[config.mk]
export PLATFORM = sky130hd
export DESIGN_NAME = ps2_key_decoder
export DESIGN_NICKNAME = d
export VERILOG_FILES = /design/src/rtl/ps2_key_decoder.sv
export SDC_FILE = /design/constraint.sdc
export NUM_CORES = 1
export LEC_CHECK = 0
export CORE_MARGIN = 2
export CORE_UTILIZATION = 35
export CTS_CLUSTER_DIAMETER = 120
export DETAILED_ROUTE_END_ITERATION = 16
export MAX_ROUTING_LAYER = met4
export PLACE_DENSITY_LB_ADDON = 0.2
export SYNTH_ARGS = -nofsm -noshare
export SYNTH_HDL_FRONTEND = slang
export SYNTH_SLANG_ARGS = --single-unit
[constraint.sdc]
create_clock -name clk -period 2.95 [get_ports clk]
set_input_delay 0.59 -clock clk [delete_from_list [all_inputs] [get_ports clk]]
set_output_delay 0.59 -clock clk [all_outputs]
set_load 0.005 [all_outputs]
[src/rtl/ps2_key_decoder.sv]
// rtl/ps2_key_decoder.sv - PS/2 keyboard frame receiver with E0/F0 prefix folding
module ps2_key_decoder #(
  parameter int FILTER_LEN     = 8,
  parameter int TIMEOUT_CYCLES = 50000
) (
  input  logic       clk,
  input  logic       reset,
  input  logic       ps2_clk,
  input  logic       ps2_dat,
  output logic [7:0] keycode,
  output logic       key_make,
  output logic       key_ext,
  output logic       key_valid,
  output logic       frame_err
);

  localparam int FW = $clog2(FILTER_LEN + 1);
  localparam int TW = $clog2(TIMEOUT_CYCLES + 1);

  typedef enum logic {IDLE, RECV} state_t;

  logic [1:0]    clk_sync_q;
  logic [1:0]    dat_sync_q;
  logic          filt_q;
  logic [FW-1:0] filt_cnt_q;
  logic          fall_w;
  logic          dat_w;

  state_t        state_q, state_d;
  logic [3:0]    bit_cnt_q, bit_cnt_d;
  logic [8:0]    shift_q, shift_d;
  logic [TW-1:0] tmo_q, tmo_d;
  logic          ext_pend_q, ext_pend_d;
  logic          brk_pend_q, brk_pend_d;
  logic [7:0]    keycode_q, keycode_d;
  logic          make_q, make_d;
  logic          ext_q, ext_d;
  logic          valid_q, valid_d;
  logic          err_q, err_d;

  // Two-flop synchronisers; idle line level is high, so reset to 1.
  always_ff @(posedge clk or negedge reset) begin
    if (!reset) begin
      clk_sync_q <= 2'b11;
      dat_sync_q <= 2'b11;
    end else begin
      clk_sync_q <= {clk_sync_q[0], ps2_clk};
      dat_sync_q <= {dat_sync_q[0], ps2_dat};
    end
  end

  // Glitch filter: the filtered clock follows only after FILTER_LEN consecutive differing samples.
  always_ff @(posedge clk or negedge reset) begin
    if (!reset) begin
      filt_q     <= 1'b1;
      filt_cnt_q <= '0;
    end else if (clk_sync_q[1] == filt_q) begin
      filt_cnt_q <= '0;
    end else if (filt_cnt_q == FW'(FILTER_LEN - 1)) begin
      filt_q     <= clk_sync_q[1];
      filt_cnt_q <= '0;
    end else begin
      filt_cnt_q <= filt_cnt_q + 1'b1;
    end
  end

  // The falling edge is the cycle on which the filter is about to flip from 1 to 0.
  assign fall_w = filt_q & ~clk_sync_q[1] & (filt_cnt_q == FW'(FILTER_LEN - 1));
  assign dat_w  = dat_sync_q[1];

  // State, frame and output registers.
  always_ff @(posedge clk or negedge reset) begin
    if (!reset) begin
      state_q    <= IDLE;
      bit_cnt_q  <= '0;
      shift_q    <= '0;
      tmo_q      <= '0;
      ext_pend_q <= 1'b0;
      brk_pend_q <= 1'b0;
      keycode_q  <= 8'h00;
      make_q     <= 1'b0;
      ext_q      <= 1'b0;
      valid_q    <= 1'b0;
      err_q      <= 1'b0;
    end else begin
      state_q    <= state_d;
      bit_cnt_q  <= bit_cnt_d;
      shift_q    <= shift_d;
      tmo_q      <= tmo_d;
      ext_pend_q <= ext_pend_d;
      brk_pend_q <= brk_pend_d;
      keycode_q  <= keycode_d;
      make_q     <= make_d;
      ext_q      <= ext_d;
      valid_q    <= valid_d;
      err_q      <= err_d;
    end
  end

  // Frame FSM: shift in data+parity, validate at the stop bit, fold prefixes into flags.
  always_comb begin
    state_d    = state_q;
    bit_cnt_d  = bit_cnt_q;
    shift_d    = shift_q;
    tmo_d      = tmo_q;
    ext_pend_d = ext_pend_q;
    brk_pend_d = brk_pend_q;
    keycode_d  = keycode_q;
    make_d     = make_q;
    ext_d      = ext_q;
    valid_d    = 1'b0;
    err_d      = 1'b0;
    case (state_q)
      IDLE: begin
        tmo_d = '0;
        if (fall_w && !dat_w) begin
          state_d   = RECV;
          bit_cnt_d = '0;
        end
      end
      RECV: begin
        if (fall_w) begin
          tmo_d = '0;
          if (bit_cnt_q == 4'd9) begin
            state_d = IDLE;
            // shift_q holds 8 data bits plus parity; odd total ones and stop = 1 is good.
            if ((^shift_q) && dat_w) begin
              if (shift_q[7:0] == 8'hE0) begin
                ext_pend_d = 1'b1;
              end else if (shift_q[7:0] == 8'hF0) begin
                brk_pend_d = 1'b1;
              end else begin
                keycode_d  = shift_q[7:0];
                make_d     = !brk_pend_q;
                ext_d      = ext_pend_q;
                valid_d    = 1'b1;
                ext_pend_d = 1'b0;
                brk_pend_d = 1'b0;
              end
            end else begin
              err_d      = 1'b1;
              ext_pend_d = 1'b0;
              brk_pend_d = 1'b0;
            end
          end else begin
            shift_d   = {dat_w, shift_q[8:1]};
            bit_cnt_d = bit_cnt_q + 4'd1;
          end
        end else if (tmo_q == TW'(TIMEOUT_CYCLES)) begin
          state_d    = IDLE;
          tmo_d      = '0;
          err_d      = 1'b1;
          ext_pend_d = 1'b0;
          brk_pend_d = 1'b0;
        end else begin
          tmo_d = tmo_q + 1'b1;
        end
      end
      default: state_d = IDLE;
    endcase
  end

  assign keycode   = keycode_q;
  assign key_make  = make_q;
  assign key_ext   = ext_q;
  assign key_valid = valid_q;
  assign frame_err = err_q;

endmodule

==> out/metrics.cfg <==
[run_status]
outcome = finished clean

[pwr]
p_int_w = 0.00102
p_leak_nw = 1.25
swShare_pct = 20.7
power_density_nw_per_um2 = 465
combPwrFrac_pct = 4.2
switchingPower_w = 0.000265
clock_power_share_pct = 36.4
ir_drop_v = 0.000254
seqPwrFrac_pct = 59.4

[floorplan]
fp.dieArea_um2 = 7600
fp.coreArea_um2 = 6760
rows = 30
die_y_um = 87.2
ios = 16
start_util_pct = 35.8
fp.dieW_um = 87.2

[placement]
place_area_um2 = 2660
place_ws_ns = 0.541
routabilityCongestion = 0.729
dp_hpwl_mm = 2.75
port_buffers = 15
dp_cells = 306

[synthesis]
yosysWarnings = 0
syn_nets = 230
synth.avg_cell_area_um2 = 11.3
synth_ff_type = dfrtp_1
synth_cell_types = 44
syn_inst = 215
syn_area_um2 = 2420
async_flop_share_pct = 100
yosysSeqAreaShare_pct = 55.1
synth_edf_count = 0
synth_seq_cells = 53

[critical_path]
worstPathRequired_ns = 3.14
path_class = flip-flop to flip-flop
cp_cell_sequence = inv_1 > ha_1 > xnor3_1 > xnor2_1 > or4_4 > nor2b_4 > mux2_4
cp_slowest_cell = or4_4
crit_path_max_fanout = 4
cpPeakStageDelay_ns = 0.54
worst_ep_arrival_time_ns = 2.60
cp-end-kind = flip-flop
critical-path-top-delay-family = simple AND/OR/NAND/NOR gates
cp_num_buf_inv = 1
start_kind = flip-flop

[global_route]
grt-ovfl-total = 0
antenna_found_initial = 0
track_usage_pct = 12.1
grt_max_degree = 54
grt_pass1_wl_mm = 7.04
grt_pass1_vias = 1499

[timing]
rsz0062_at_grt = no
worst_slew_pin_slew_ns = 0.668
fin_crit_ns = 2.42
maxSlewViolCount = 0
period_share_pct = 82.0
fin_skew_ns = 0.0116
worst_slack_ns = 0.532
hold_violations = 0
setup_tns_ns = 0
holdWs_ns = 0.358
max_freq_mhz = 414
slew_headroom_pct = 55.4
finalSetupViolCount = 0

[clock_network]
numClockSinks = 53
cts_tree = built
post_cts_buffers = 0
hold_buffers = 0
cts_resized = 0
cts_buffers = 5
cts_max_path_buffers = 2
clock_latency_ns = 0.30
clk_pin_slew_ns = 0.09
cts_root_buf = clkbuf_8
htreeDepth = 2

[hold_path]
hp-class = flip-flop to flip-flop

[detailed_routing]
ant_nets = 0
firstDrtPassIters = 4
drcViolationCount = 0
drtIter0Drc = 68
drt-total-wl_mm = 3.98
num_vias = 1515
wl_per_cell_um = 12.7
vias_per_cell = 4.84

[cells_and_area]
finalInstanceArea_um2 = 2760
syn_to_final_growth_pct = 14.1
nNetsFinal = 248
stdcell_count = 313
diodes = 0
drive_above_1_share_pct = 10.3

[run]
max_cap_viol_count = 0

[cells in the mapped netlist (5+ instances only)]
cell type	count	share of area (%)
inv_1	14	2.2
nand3_1	7	1.4
ha_1	11	5.7
mux2_1	9	4.2
nor2_1	21	3.3
xor2_1	11	4.0
o21ai_0	12	2.5
dfrtp_1	48	50
nand2_1	18	2.8
dfstp_2	5	5.4
[routing by layer]
metal / up-vias / part of all wire [%] / global-route usage, %
met2: 21 / 44 / 17.6
met5: - / 0 / -
met4: 0 / 0.68 / 3.36
met3: 4 / 2.9 / 2.94
met1: 725 / 52 / 17.0
li1: 765 / - / -
[state kept, by name, summed over array words and instances, names as in the netlist]
register	count
state_q	1
clk_sync_q	2
bit_cnt_q	4
filt_cnt_q	4
shift_q	9
dat_sync_q	2
filt_q	1
brk_pend_q	1
ext_pend_q	1
keycode	8
tmo_q	16
frame_err	1
key_valid	1
key_ext	1
key_make	1
[placed cells by master, fill, tap and decap left out, drive strengths merged, types with 2 or more instances in the layout]
master	count
xor2	11
o21ai	13
a21oi	3
clkdlybuf4s50	14
nor2b	3
nand2	19
nand3	7
nor2	21
nand4	4
nor3	2
buf	3
dfrtp	48
inv	14
nor4	3
clkbuf	5
dfstp	5
and2	3
or3	2
and4	2
ha	11
or4	2
o31ai	2
xnor2	4
nand2b	2
and3	2
mux2	14
[worst paths after layout]
path / from / end / slack (ns) / depth (start not counted)
max in group asynchronous: reset / state_q$_DFF_PN0_ / 2.10 / 2
worst min register to register: clk_sync_q[0]$_DFF_PN1_ / clk_sync_q[1]$_DFF_PN1_ / 0.36 / 0
worst min-delay path: clk_sync_q[0]$_DFF_PN1_ / clk_sync_q[1]$_DFF_PN1_ / 0.36 / 0
min in group asynchronous: reset / keycode[0]$_DFFE_PN0P_ / 0.39 / 2
worst max-delay path: shift_q[4]$_DFFE_PN0P_ / ext_pend_q$_DFFE_PN0P_ / 0.53 / 7
worst max register to register: shift_q[4]$_DFFE_PN0P_ / ext_pend_q$_DFFE_PN0P_ / 0.53 / 7
[worst register-to-register path, cell delays in order (launching register included)]
cell     delay (ns)
dfrtp_1        0.40
inv_1          0.07
ha_1           0.31
xnor3_1        0.35
xnor2_1        0.20
or4_4          0.55
nor2b_4        0.14
mux2_4         0.30
[per-stage QoR]
stage | utilization [%] | total power, W
global route | 40.9 | 0.00135
detailed placement | 39.3 | 0.000831
finish | 40.9 | 0.00128
floorplan | - | 0.000804
global placement | 39.3 | 0.000831
CTS | 40.9 | 0.00131
[cells by family (layout without fill, tap and decap cells)]
logic type	after synthesis	in the layout	synth area share, %
simple gates	79	79	17.4
xor+xnor	16	16	6.36
compound gates	21	21	4.96
flops	53	53	55.1
buf+inv	20	38	3.41
fa+ha+maj	11	11	5.69
mux	15	15	7.08
[power by group through the flow]
stage	sequential, W	clock [W]	combinational (W)
floorplan	0.000773	0	0.0000311
global placement	0.000775	0	0.0000559
detailed placement	0.000776	0	0.0000554
CTS	0.000762	0.000488	0.0000561
global route	0.000765	0.000517	0.0000679
finish	0.000761	0.000467	0.0000542
[layout make-up]
cell class | instances | area, µm²
Fill cell | 662 | 4000
Sequential cell | 53 | 1330
Multi-Input combinational cell | 142 | 1010
Timing Repair Buffer | 17 | 160
Tap cell | 80 | 100
Clock buffer | 5 | 68.8
Inverter | 14 | 52.6
Clock inverter | 2 | 35.0
Note: power is estimated with default switching activity, not from simulation.
